$ cat src/rtl/uart_tx_serializer_if.sv
// TX FIFO read port between the upstream FIFO and the UART serializer.
// Read data is valid two clocks after the active-low pop strobe.
interface uart_tx_serializer_if;
   logic       fifo_empty;
   logic [7:0] fifo_data;
   logic       fifo_read_n;

   modport master (
      input  fifo_empty,
      input  fifo_data,
      output fifo_read_n
   );

   modport slave (
      output fifo_empty,
      output fifo_data,
      input  fifo_read_n
   );
endinterface

$ cat src/rtl/uart_tx_serializer.sv
// UART transmit serializer: pops one byte per frame from a TX FIFO and
// shifts start, 7/8 data bits LSB first, optional parity and stop bit.
module uart_tx_serializer #(
   parameter bit SYNC_RESET    = 1'b0,
   parameter int TICKS_PER_BIT = 16
) (
   input  logic                 clock,
   input  logic                 reset_n,
   input  logic                 baud_clock,
   input  logic                 bit8,
   input  logic                 parity_en,
   input  logic                 odd_n_even,
   uart_tx_serializer_if.master fifo,
   output logic                 tx,
   output logic                 tx_busy
);

   localparam logic [3:0] TICK_LAST = 4'(TICKS_PER_BIT - 1);

   typedef enum logic [2:0] {
      IDLE,
      FETCH,
      WAIT1,
      WAIT2,
      START,
      DATA,
      PARITY,
      STOP
   } state_t;

   state_t     state_q, state_d;
   logic [7:0] hold_q, hold_d;
   logic [3:0] tick_q, tick_d;
   logic [2:0] idx_q, idx_d;
   logic       bit8_q, bit8_d;
   logic       par_en_q, par_en_d;
   logic       odd_q, odd_d;
   logic       armed_q;
   logic       tx_q, tx_d;
   logic       rd_n_q, rd_n_d;
   logic       busy_q, busy_d;

   logic       arst_n;
   logic       srst;
   logic       in_frame;
   logic       bit_end;
   logic       last_idx;
   logic       parity;

   // One reset net feeds the async list, the other the sync branch.
   assign arst_n = SYNC_RESET ? 1'b1 : reset_n;
   assign srst   = SYNC_RESET ? ~reset_n : 1'b0;

   assign in_frame = (state_q == START) || (state_q == DATA) ||
                     (state_q == PARITY) || (state_q == STOP);
   assign bit_end  = baud_clock && (tick_q == TICK_LAST);
   assign last_idx = (idx_q == (bit8_q ? 3'd7 : 3'd6));
   assign parity   = (bit8_q ? ^hold_q : ^hold_q[6:0]) ^ odd_q;

   always_comb begin
      state_d  = state_q;
      hold_d   = hold_q;
      tick_d   = tick_q;
      idx_d    = idx_q;
      bit8_d   = bit8_q;
      par_en_d = par_en_q;
      odd_d    = odd_q;

      if (in_frame && baud_clock) begin
         tick_d = bit_end ? 4'd0 : tick_q + 4'd1;
      end

      unique case (state_q)
         IDLE: begin
            if (armed_q && !fifo.fifo_empty) begin
               state_d = FETCH;
            end
         end
         FETCH: state_d = WAIT1;
         WAIT1: state_d = WAIT2;
         WAIT2: begin
            state_d  = START;
            hold_d   = fifo.fifo_data;
            tick_d   = 4'd0;
            bit8_d   = bit8;
            par_en_d = parity_en;
            odd_d    = odd_n_even;
         end
         START: begin
            if (bit_end) begin
               state_d = DATA;
               idx_d   = 3'd0;
            end
         end
         DATA: begin
            if (bit_end) begin
               if (last_idx) begin
                  state_d = par_en_q ? PARITY : STOP;
               end else begin
                  idx_d = idx_q + 3'd1;
               end
            end
         end
         PARITY: begin
            if (bit_end) begin
               state_d = STOP;
            end
         end
         STOP: begin
            if (bit_end) begin
               state_d = fifo.fifo_empty ? IDLE : FETCH;
            end
         end
         default: state_d = IDLE;
      endcase
   end

   // Outputs are decoded from the next state so they register in step.
   always_comb begin
      tx_d = 1'b1;
      unique case (state_d)
         START:   tx_d = 1'b0;
         DATA:    tx_d = hold_d[idx_d];
         PARITY:  tx_d = parity;
         default: tx_d = 1'b1;
      endcase
      rd_n_d = (state_d != FETCH);
      busy_d = (state_d != IDLE);
   end

   always_ff @(posedge clock or negedge arst_n) begin
      if (!arst_n) begin
         state_q  <= IDLE;
         hold_q   <= 8'h00;
         tick_q   <= 4'd0;
         idx_q    <= 3'd0;
         bit8_q   <= 1'b1;
         par_en_q <= 1'b0;
         odd_q    <= 1'b0;
         armed_q  <= 1'b0;
         tx_q     <= 1'b1;
         rd_n_q   <= 1'b1;
         busy_q   <= 1'b0;
      end else if (srst) begin
         state_q  <= IDLE;
         hold_q   <= 8'h00;
         tick_q   <= 4'd0;
         idx_q    <= 3'd0;
         bit8_q   <= 1'b1;
         par_en_q <= 1'b0;
         odd_q    <= 1'b0;
         armed_q  <= 1'b0;
         tx_q     <= 1'b1;
         rd_n_q   <= 1'b1;
         busy_q   <= 1'b0;
      end else begin
         state_q  <= state_d;
         hold_q   <= hold_d;
         tick_q   <= tick_d;
         idx_q    <= idx_d;
         bit8_q   <= bit8_d;
         par_en_q <= par_en_d;
         odd_q    <= odd_d;
         armed_q  <= 1'b1;
         tx_q     <= tx_d;
         rd_n_q   <= rd_n_d;
         busy_q   <= busy_d;
      end
   end

   assign tx               = tx_q;
   assign tx_busy          = busy_q;
   assign fifo.fifo_read_n = rd_n_q;

endmodule

$ cat src/flat_wrapper.sv
// flat-port wrapper written by rule: the top's interface ports become plain ports
module uart_tx_serializer_flat 
#(
   parameter bit SYNC_RESET    = 1'b0,
   parameter int TICKS_PER_BIT = 16
)
  (clock, reset_n, baud_clock, bit8, parity_en, odd_n_even, tx, tx_busy, fifo_fifo_empty, fifo_fifo_data, fifo_fifo_read_n);
  uart_tx_serializer_if fifo_i ();
  input  logic clock;
  input  logic reset_n;
  input  logic baud_clock;
  input  logic bit8;
  input  logic parity_en;
  input  logic odd_n_even;
  output logic tx;
  output logic tx_busy;
  input wire logic [$bits(fifo_i.fifo_empty)-1:0] fifo_fifo_empty;
  input wire logic [$bits(fifo_i.fifo_data)-1:0] fifo_fifo_data;
  output wire logic [$bits(fifo_i.fifo_read_n)-1:0] fifo_fifo_read_n;
  assign fifo_i.fifo_empty = fifo_fifo_empty;
  assign fifo_i.fifo_data = fifo_fifo_data;
  assign fifo_fifo_read_n = fifo_i.fifo_read_n;
  uart_tx_serializer #(.SYNC_RESET(SYNC_RESET), .TICKS_PER_BIT(TICKS_PER_BIT)) u_core (.clock(clock), .reset_n(reset_n), .baud_clock(baud_clock), .bit8(bit8), .parity_en(parity_en), .odd_n_even(odd_n_even), .fifo(fifo_i), .tx(tx), .tx_busy(tx_busy));
endmodule
$ cat config.mk
export PLATFORM = sky130hd
export DESIGN_NAME = uart_tx_serializer_flat
export DESIGN_NICKNAME = d
export VERILOG_FILES = /design/src/rtl/uart_tx_serializer_if.sv /design/src/rtl/uart_tx_serializer.sv /design/src/flat_wrapper.sv
export SDC_FILE = /design/constraint.sdc
export NUM_CORES = 1
export LEC_CHECK = 0
export ABC_AREA = 1
export CORE_MARGIN = 2
export CORE_UTILIZATION = 59
export CTS_CLUSTER_SIZE = 20
export DETAILED_ROUTE_END_ITERATION = 10
export GPL_ROUTABILITY_DRIVEN = 1
export PLACE_DENSITY = 0.83
export SYNTH_ARGS = -nofsm -noshare
export SYNTH_HDL_FRONTEND = slang
export SYNTH_SLANG_ARGS = --single-unit
export TNS_END_PERCENT = 10
$ cat constraint.sdc
create_clock -name clock -period 4.1 [get_ports clock]
set_input_delay 0.82 -clock clock [delete_from_list [all_inputs] [get_ports clock]]
set_output_delay 0.82 -clock clock [all_outputs]
set_load 0.02 [all_outputs]
**Yosys cells after proc, flatten, opt, wreduce, memory -nomap -nowiden**

Cells that the tools add are included.

- Add/sub/neg operators: 2
- $lt $le $gt $ge: 1
- Equal/unequal tests: 13
- Mux-type cells: 22
- Bitwise logic cells: 1
- Reductions and logical operators: 12

Operators with widths:

| cell | count |
|---|---|
| $mux 3 | 9 |
| $pmux 3 s8 | 1 |
| $eq 3x3->1 const B | 7 |
| $mux 4 | 3 |
| $mux 8 | 1 |
| $reduce_xor 8->1 | 1 |
| $reduce_xor 7->1 | 1 |
| $eq 3x2->1 const B | 2 |
| $pmux 3 s2 | 1 |
| $mux 1 | 5 |
| $add 4x1->4 const B | 1 |
| $eq 4x4->1 const B | 1 |
| $lt 3x4->1 const B | 1 |
| $add 3x1->3 const B | 1 |
| $bmux 1 s3 | 1 |
| $eq 3x1->1 const B | 1 |
| $eq 3x3->1 | 1 |
| $logic_and 1x1->1 | 3 |
| $logic_not 3->1 | 1 |
| $logic_or 1x1->1 | 3 |
| $ne 3x1->1 const B | 1 |
| $pmux 1 s3 | 1 |
| $reduce_bool 3->1 | 1 |
| $reduce_bool 2->1 | 1 |
| 2 further kinds | 2 |

- Flip-flop bits (word level): 25
- Input bits: 15
- Word-level logic and storage cells: 62

**Logic depth before layout (Yosys ltp)**

Gate-level depths: netlist (run 1).

- Depth after elaboration: 8
- Depth in mapped cells: 13
- Depth with buffers taken out: 13

**Worst setup path before layout (run 1)**

Ideal clock, no wire load.

- Path type: input port to flip-flop
- From: input baud_clock
- To: register u_core.tx_q, in the netlist u_core.tx
- Arrival time: 1.640 ns
- Required time: 4.017 ns
- Path slack: 2.377 ns
- Cell stages on the path: 11
- Cell sequence: nand2_2 -> inv_2 -> nand2_4 -> o21ai_1 -> nand2_1 -> nor2_2 -> nand3_4 -> nand2_1 -> nor2_2 -> nand3_1 -> nand3_1

RTL lines:

| element | RTL line | source |
|---|---|---|
| from (decl) | flat_wrapper.sv:11 | `input logic baud_clock;` |
| $logic_and 1x1->1 (*) | uart_tx_serializer.sv:56 | `assign bit_end = baud_clock && (tick_q == TICK_LAST);` |
| $mux 3 (on tied branches) | n/a |  |
| $pmux 3 s8 (*) | uart_tx_serializer.sv:73 | `unique case (state_q)` |
| named net u_core.state_d[0] | uart_tx_serializer.sv:31 | `state_t state_q, state_d;` |
| $eq 3x3->1 | uart_tx_serializer.sv:121 | `unique case (state_d)` |
| $pmux 1 s3 (*) | uart_tx_serializer.sv:121 |  |
| named net u_core.tx_d | uart_tx_serializer.sv:39 | `logic tx_q, tx_d;` |
| to (signal assigned) | uart_tx_serializer.sv:165 | `tx_q <= tx_d;` |
| to (decl) | uart_tx_serializer.sv:39 |  |

The timed path passes the listed nets; every way through them passes the cells marked *. The select of a mux whose other input is x is not followed.
A chain may end at the register's enable or synchronous reset.

**Worst setup path in the final report (run 1)**

- From: register u_core.rd_n_q, in the netlist u_core.fifo.fifo_read_n
- To: output fifo_fifo_read_n

RTL lines:

| element | RTL line | source |
|---|---|---|
| from (decl) | uart_tx_serializer.sv:40 | `logic rd_n_q, rd_n_d;` |
| from (signal assigned) | uart_tx_serializer.sv:166 | `rd_n_q <= rd_n_d;` |
| to (decl) | flat_wrapper.sv:19 | `output wire logic [$bits(fifo_i.fifo_read_n)-1:0] fifo_fifo_read_n;` |

No word-level cell between the ends.

==> results of run 1 <==
-- synth_stat cells (2+ instances only) --
library cell / instances
dfstp_2: 3
xor2_1: 4
xnor2_1: 2
nand2_4: 3
or2_1: 2
inv_2: 6
nand4_1: 2
nand2_2: 5
nor2_2: 3
nand3_2: 3
nand3_1: 22
nor3_1: 2
o21ai_1: 6
buf_6: 2
ha_1: 2
or2_2: 2
o21ai_2: 4
o21ai_0: 5
nor2_4: 2
nand2_1: 44
dfrtp_1: 22
inv_1: 25
nor3_2: 2
nor2_1: 4
-- kinds of logic after synthesis --
group / count (synthesis) / synth area share
compound gates: 19 / 0.0792
xor+xnor: 7 / 0.0485
fa+ha+maj: 2 / 0.0162
buf+inv: 36 / 0.107
flops: 25 / 0.406
other cells: 1 / 0.00242
simple gates: 98 / 0.341
-- routing by layer --
metal | global-route usage | up-vias | wire (µm)
li1 | - | 638 | -
met1 | 0.230 | 593 | 1190
met2 | 0.386 | 42 | 1520
met3 | 0.0281 | 12 | 151
met4 | 0.0523 | 0 | 51
met5 | 0 | - | 0
-- flip-flops by register name (all words and copies together), names as in the netlist --
register and count:
u_core.tx_busy 1, u_core.odd_q 1, u_core.par_en_q 1, u_core.bit8_q 1
u_core.idx_q 3, u_core.state_q 3, u_core.tick_q 4, u_core.tx 1
u_core.hold_q 8, u_core.fifo.fifo_read_n 1, u_core.armed_q 1
-- path summary, 6_finish.rpt --
path                                                   start                           end  depth (start not counted)
setup / recovery           u_core.fifo.fifo_read_n$_DFF_PN1_              fifo_fifo_read_n                          1
min in group asynchronous                            reset_n  u_core.tick_q[3]$_DFFE_PN0P_                          1
setup reg to reg                 u_core.state_q[2]$_DFF_PN0_           u_core.tx$_DFF_PN1_                         10
hold / removal                      u_core.odd_q$_DFFE_PN0N_      u_core.odd_q$_DFFE_PN0N_                          2
max in group asynchronous                            reset_n     u_core.idx_q[1]$_DFF_PN0_                          1
hold reg to reg                     u_core.odd_q$_DFFE_PN0N_      u_core.odd_q$_DFFE_PN0N_                          2
-- report_power, final --
group / total, mW / switching [mW] / internal (mW)
Combinational: 0.657 / 0.387 / 0.270
Sequential: 0.440 / 0.0847 / 0.356
Clock: 0.108 / 0.0699 / 0.0379
-- cell type report --
cell class | instances | area [µm²] | area share
repair buffers | 17 | 170 | 0.0975
flip-flops and latches | 25 | 629 | 0.361
well taps | 30 | 37.5 | 0.0215
multi-input cells | 127 | 754 | 0.432
inverters | 33 | 128 | 0.0731
clock buffers | 4 | 26.3 | 0.0151
-- per-stage QoR --
step	hold WS (ns)	worst slack, ns	total power [mW]
5_1_grt	0.538	1.79	1.31
6_report	0.508	1.83	1.21
3_3_place_gp	0.469	1.80	1.07
3_5_place_dp	0.485	1.75	1.10
4_1_cts	0.517	1.82	1.21
2_1_floorplan	0.449	2.38	0.967
==> flow_summary.toml, run 1 <==
[layout]
stdcell_area_um2 = 1750
mostFrequentLayoutCells = "44 x nand2_1, 25 x inv_1, 22 x nand3_1, 22 x dfrtp_1, 17 x clkdlybuf4s50_1"
final_core_util = 0.705
drive_gt1_frac = 0.199
area_delta_synth_final_pct = 12.7
antenna_cells = 0
stdcell_count = 236
layout_commonest_cell = "nand2_1"
finalNetCount = 224
fillers = 206

[placed_design]
hpwl_mm = 2.23
place_inst = 232
placed_area_um2 = 1720
portBuffers = 17
place_congestion = 0.853

[drt]
viasPerCell = 5.44
route.vias.total = 1285
dr.pass1.iters = 4
routed_wl_mm = 2.91
ant_nets = 0
drtIter0Drc = 51
post_drt_wl_per_cell_um = 12.3
drc_errors = 0

[floorplanning]
die_h_um = 55.2
initial_core_util = 0.625
io_pins = 18
die-area_um2 = 3050
num_rows = 18
core_um2 = 2480
fp.dieW_um = 55.2

[setup_path]
reg2reg_slack_ns = 2.06
critPathSlowestCell = "clkdlybuf4s50_1"
worstPathRequired_ns = 3.28
worstPathMaxFanout = 1
cp-end-kind = "primary output"
cp_num_buf_inv = 1
critPathLaunchType = "flop"
critPathArrivalTime_ns = 1.45
path_class = "flop to primary output"
slowest_delay_ns = 0.59
critPathTopFamily = "buffers and inverters"
crit_chain = "clkdlybuf4s50_1"

[timing]
drv_slew = 0
final-hold-violation-count = 0
rsz0062_at_grt = "no"
slew_headroom = 0.281
setup_tns_ns = 0
fmax_ghz = 0.441
fin_crit_sh = 0.554
tightest_slew_ns = 1.08
finalSetupViolCount = 0
skew_ns = 0.00751
period_needed_ns = 2.27

[synthesis]
avgSynthCellArea_um2 = 8.24
synth_cell_types = 35
synthTopCellsByArea = "dfrtp_1 36%, nand2_1 11%, nand3_1 7.1%, inv_1 6.1%, dfstp_2 5.1%"
synthCells = 188
netlist.area_leader.share = 0.355
synth_edf_count = 0
yosysSeqAreaShare = 0.406
syn_nets = 205
synth.ff_latch_count = 25
synth_warnings = 0
syn_area_um2 = 1550
yosys.area.top_type = "dfrtp_1"
synth_async_sr_flop_share = 1.00
synth_flop_cell = "dfrtp_1"

[clocking]
clock_latency_ns = 0.31
ctsResizeCount = 0
numClockSinks = 25
htreeDepth = 1
cts_buffers = 3
cts_tree = "built"
path_clk_slew_ns = 0.13
cts_buffer_depth = 2
cts_setup_buffers = 0
root_buffer = "clkbuf_4"
hold_buffers = 0

[grt]
grt_max_degree = 26
grt_pass1_vias = 1243
grt_pass1_wl_mm = 5.00
antenna_found_initial = 0
grtUsageTotal = 0.201
gr-total-overflow = 0

[pwr]
p_leak_nw = 0.869
p_per_area_nw_per_um2 = 691
max-vdd-ir-drop_uv = 548

[run_status]
status = "complete, no violations"

[job]
maxCapViolations = 0

[worst_hold_path]
hold_class = "flop to flop"
Power figures use the tool's default switching activity.
==> inputs of run 2 (changes only) <==
--- a/config.mk
+++ b/config.mk
@@ -7,11 +7,11 @@
 export LEC_CHECK = 0
 export ABC_AREA = 1
 export CORE_MARGIN = 2
-export CORE_UTILIZATION = 59
+export CORE_UTILIZATION = 50
 export CTS_CLUSTER_SIZE = 20
 export DETAILED_ROUTE_END_ITERATION = 10
 export GPL_ROUTABILITY_DRIVEN = 1
-export PLACE_DENSITY = 0.83
+export PLACE_DENSITY = 0.75
 export SYNTH_ARGS = -nofsm -noshare
 export SYNTH_HDL_FRONTEND = slang
 export SYNTH_SLANG_ARGS = --single-unit
==> constraint.sdc (replaced) <==
create_clock -name clock -period 1.8 [get_ports clock]
set_input_delay 0.36 -clock clock [delete_from_list [all_inputs] [get_ports clock]]
set_output_delay 0.36 -clock clock [all_outputs]
set_load 0.02 [all_outputs]
==> flow_summary.toml, run 2 (synthesis gave the netlist of run 1 again) <==
[run_status]
status = "complete, no violations"

[clocking]
path_clk_slew_ns = 0.14
cts_buffer_depth = 2
numClockSinks = 25
cts_tree = "built"
cts_setup_buffers = 0
cts_buffers = 3
root_buffer = "clkbuf_4"
clock_latency_ns = 0.31
htreeDepth = 1

[drt]
post_drt_wl_per_cell_um = 12.4
drc_errors = 0
viasPerCell = 5.21
ant_nets = 0
routed_wl_mm = 3.02
drtIter0Drc = 68
route.vias.total = 1267
dr.pass1.iters = 4

[layout]
drive_gt1_frac = 0.229
regArea_um2 = 629
area_delta_synth_final_pct = 16.6
fillers = 262
largestRegisters = "u_core.hold_q: 8 flops, u_core.tick_q: 4 flops"
largest_reg_flops = 8
antenna_cells = 0
stdcell_count = 243
stdcell_area_um2 = 1810
finalNetCount = 228
multiInputGateArea_um2 = 783
layout_commonest_cell = "nand2_1"
mostFrequentLayoutCells = "43 x nand2_1, 25 x inv_1, 22 x nand3_1, 22 x dfrtp_1, 15 x clkdlybuf4s50_1"
regMostFlops = "u_core.hold_q"

[pwr]
sw_frac_of_total = 0.451
p_per_area_nw_per_um2 = 1560
max-vdd-ir-drop_uv = 1010
p_seq_frac = 0.354
finalPower_mw = 2.82
p_leak_nw = 0.897
intPower_mw = 1.55
p_comb_frac = 0.556
clock_power_share = 0.089
switching_power_mw = 1.27

[timing]
finalSetupViolCount = 0
period_needed_ns = 1.62
rsz0062_at_grt = "no"
final-hold-violation-count = 0
fmax_ghz = 0.617
setup_tns_ns = 0
fin_crit_sh = 0.901
skew_ns = 0.00469
drv_slew = 0

[grt]
grtUsageTotal = 0.190
grt_pass1_wl_mm = 5.26
antenna_found_initial = 0
grt_pass1_vias = 1268
gr-total-overflow = 0
grt_max_degree = 26

[placed_design]
portBuffers = 17
place_inst = 239
placed_area_um2 = 1750
place_congestion = 0.857
hpwl_mm = 2.38

[job]
maxCapViolations = 0

[worst_hold_path]
hold_class = "primary input to asynchronous set/reset pin"

[setup_path]
cp-end-kind = "flop"
worstPathRequired_ns = 2.07
worstPathMaxFanout = 7
critPathArrivalTime_ns = 1.89
path_class = "flop to flop"
critPathLaunchType = "flop"

[floorplanning]
core_um2 = 3000
num_rows = 20
fp.dieW_um = 59.7
initial_core_util = 0.516
die_h_um = 59.7
die-area_um2 = 3560
io_pins = 18
-- run 2: cell count changes in the layout (fill, tap and decap cells not counted), sizes merged --
cell and delta:
dlygate4sd2 +2, clkinv -1, inv +1, buf +4, clkdlybuf4s50 -2
-- run 2: worst paths after layout --
check	to	slack [ns]	start	cells past startpoint
setup / recovery	u_core.tx$_DFF_PN1_	0.18	u_core.tick_q[0]$_DFFE_PN0P_	11
setup reg to reg	u_core.tx$_DFF_PN1_	0.18	u_core.tick_q[0]$_DFFE_PN0P_	11
max in group asynchronous	u_core.fifo.fifo_read_n$_DFF_PN1_	1.11	reset_n	2
min in group clock	u_core.par_en_q$_DFFE_PN0N_	0.51	u_core.par_en_q$_DFFE_PN0N_	2
hold reg to reg	u_core.par_en_q$_DFFE_PN0N_	0.51	u_core.par_en_q$_DFFE_PN0N_	2
hold / removal	u_core.tick_q[3]$_DFFE_PN0P_	0.40	reset_n	2
-- run 2: power by group through the flow --
stage | Combinational (mW) | Clock, mW | Sequential, mW
2_1_floorplan | 1.22 | 0 | 0.986
3_3_place_gp | 1.49 | 0 | 0.982
3_5_place_dp | 1.55 | 0 | 1.00
4_1_cts | 1.55 | 0.258 | 0.986
5_1_grt | 1.76 | 0.288 | 1.03
6_report | 1.57 | 0.252 | 0.998
-- run 2: metrics by stage --
stage / worst slack, ns / util / hold WS (ns)
detailed placement: -0.0759 / 0.584 / 0.482
CTS: 0.139 / 0.592 / 0.403
floorplan: 0.320 / - / 0.0644
global placement: -0.0388 / 0.584 / 0.467
global route: 0.0372 / 0.602 / 0.420
finish: 0.178 / 0.602 / 0.395
-- run 2: layout make-up --
cell class / count / share of cell area
clock buffer: 4 / 0.0145
inverter: 33 / 0.0713
multi-input combinational: 127 / 0.434
sequential: 25 / 0.348
tap: 33 / 0.0229
timing repair buffer: 21 / 0.109
-- run 2: worst max-delay path, stage by stage (launching register included) --
cell and delay (ns):
dfrtp_1 0.46, ha_4 0.17, nand2_4 0.06, inv_4 0.07
nand2_4 0.08, nand2_1 0.13, o211ai_2 0.13, nor2_4 0.17
nand2_2 0.08, nor2_2 0.08, nand3_1 0.08, nand3_1 0.07
-- run 2: what timing repair did --
action,in CTS,in global routing
hold buffers,0,0
resized for setup,2,8
setup endpoints to repair,2,1
hold endpoints to repair,0,0
pin swaps,0,3
-- run 2: layer usage --
metal | wire (µm) | share of wire | vias to the layer above | track usage
met5 | 0 | 0 | - | 0
met4 | 0 | 0 | 0 | 0.0286
met3 | 111 | 0.037 | 0 | 0.0195
met2 | 1700 | 0.56 | 32 | 0.368
met1 | 1200 | 0.40 | 596 | 0.229
li1 | - | - | 639 | -
==> inputs of run 3 (changes only) <==
--- a/config.mk
+++ b/config.mk
@@ -8,9 +8,10 @@
 export ABC_AREA = 1
 export CORE_MARGIN = 2
 export CORE_UTILIZATION = 50
+export CTS_CLUSTER_DIAMETER = 100
 export CTS_CLUSTER_SIZE = 20
 export DETAILED_ROUTE_END_ITERATION = 10
-export GPL_ROUTABILITY_DRIVEN = 1
+export GPL_ROUTABILITY_DRIVEN = 0
 export PLACE_DENSITY = 0.75
 export SYNTH_ARGS = -nofsm -noshare
 export SYNTH_HDL_FRONTEND = slang
==> results of run 3 <==
Same layout as run 2: the final DEF is identical, and so are final timing and power.
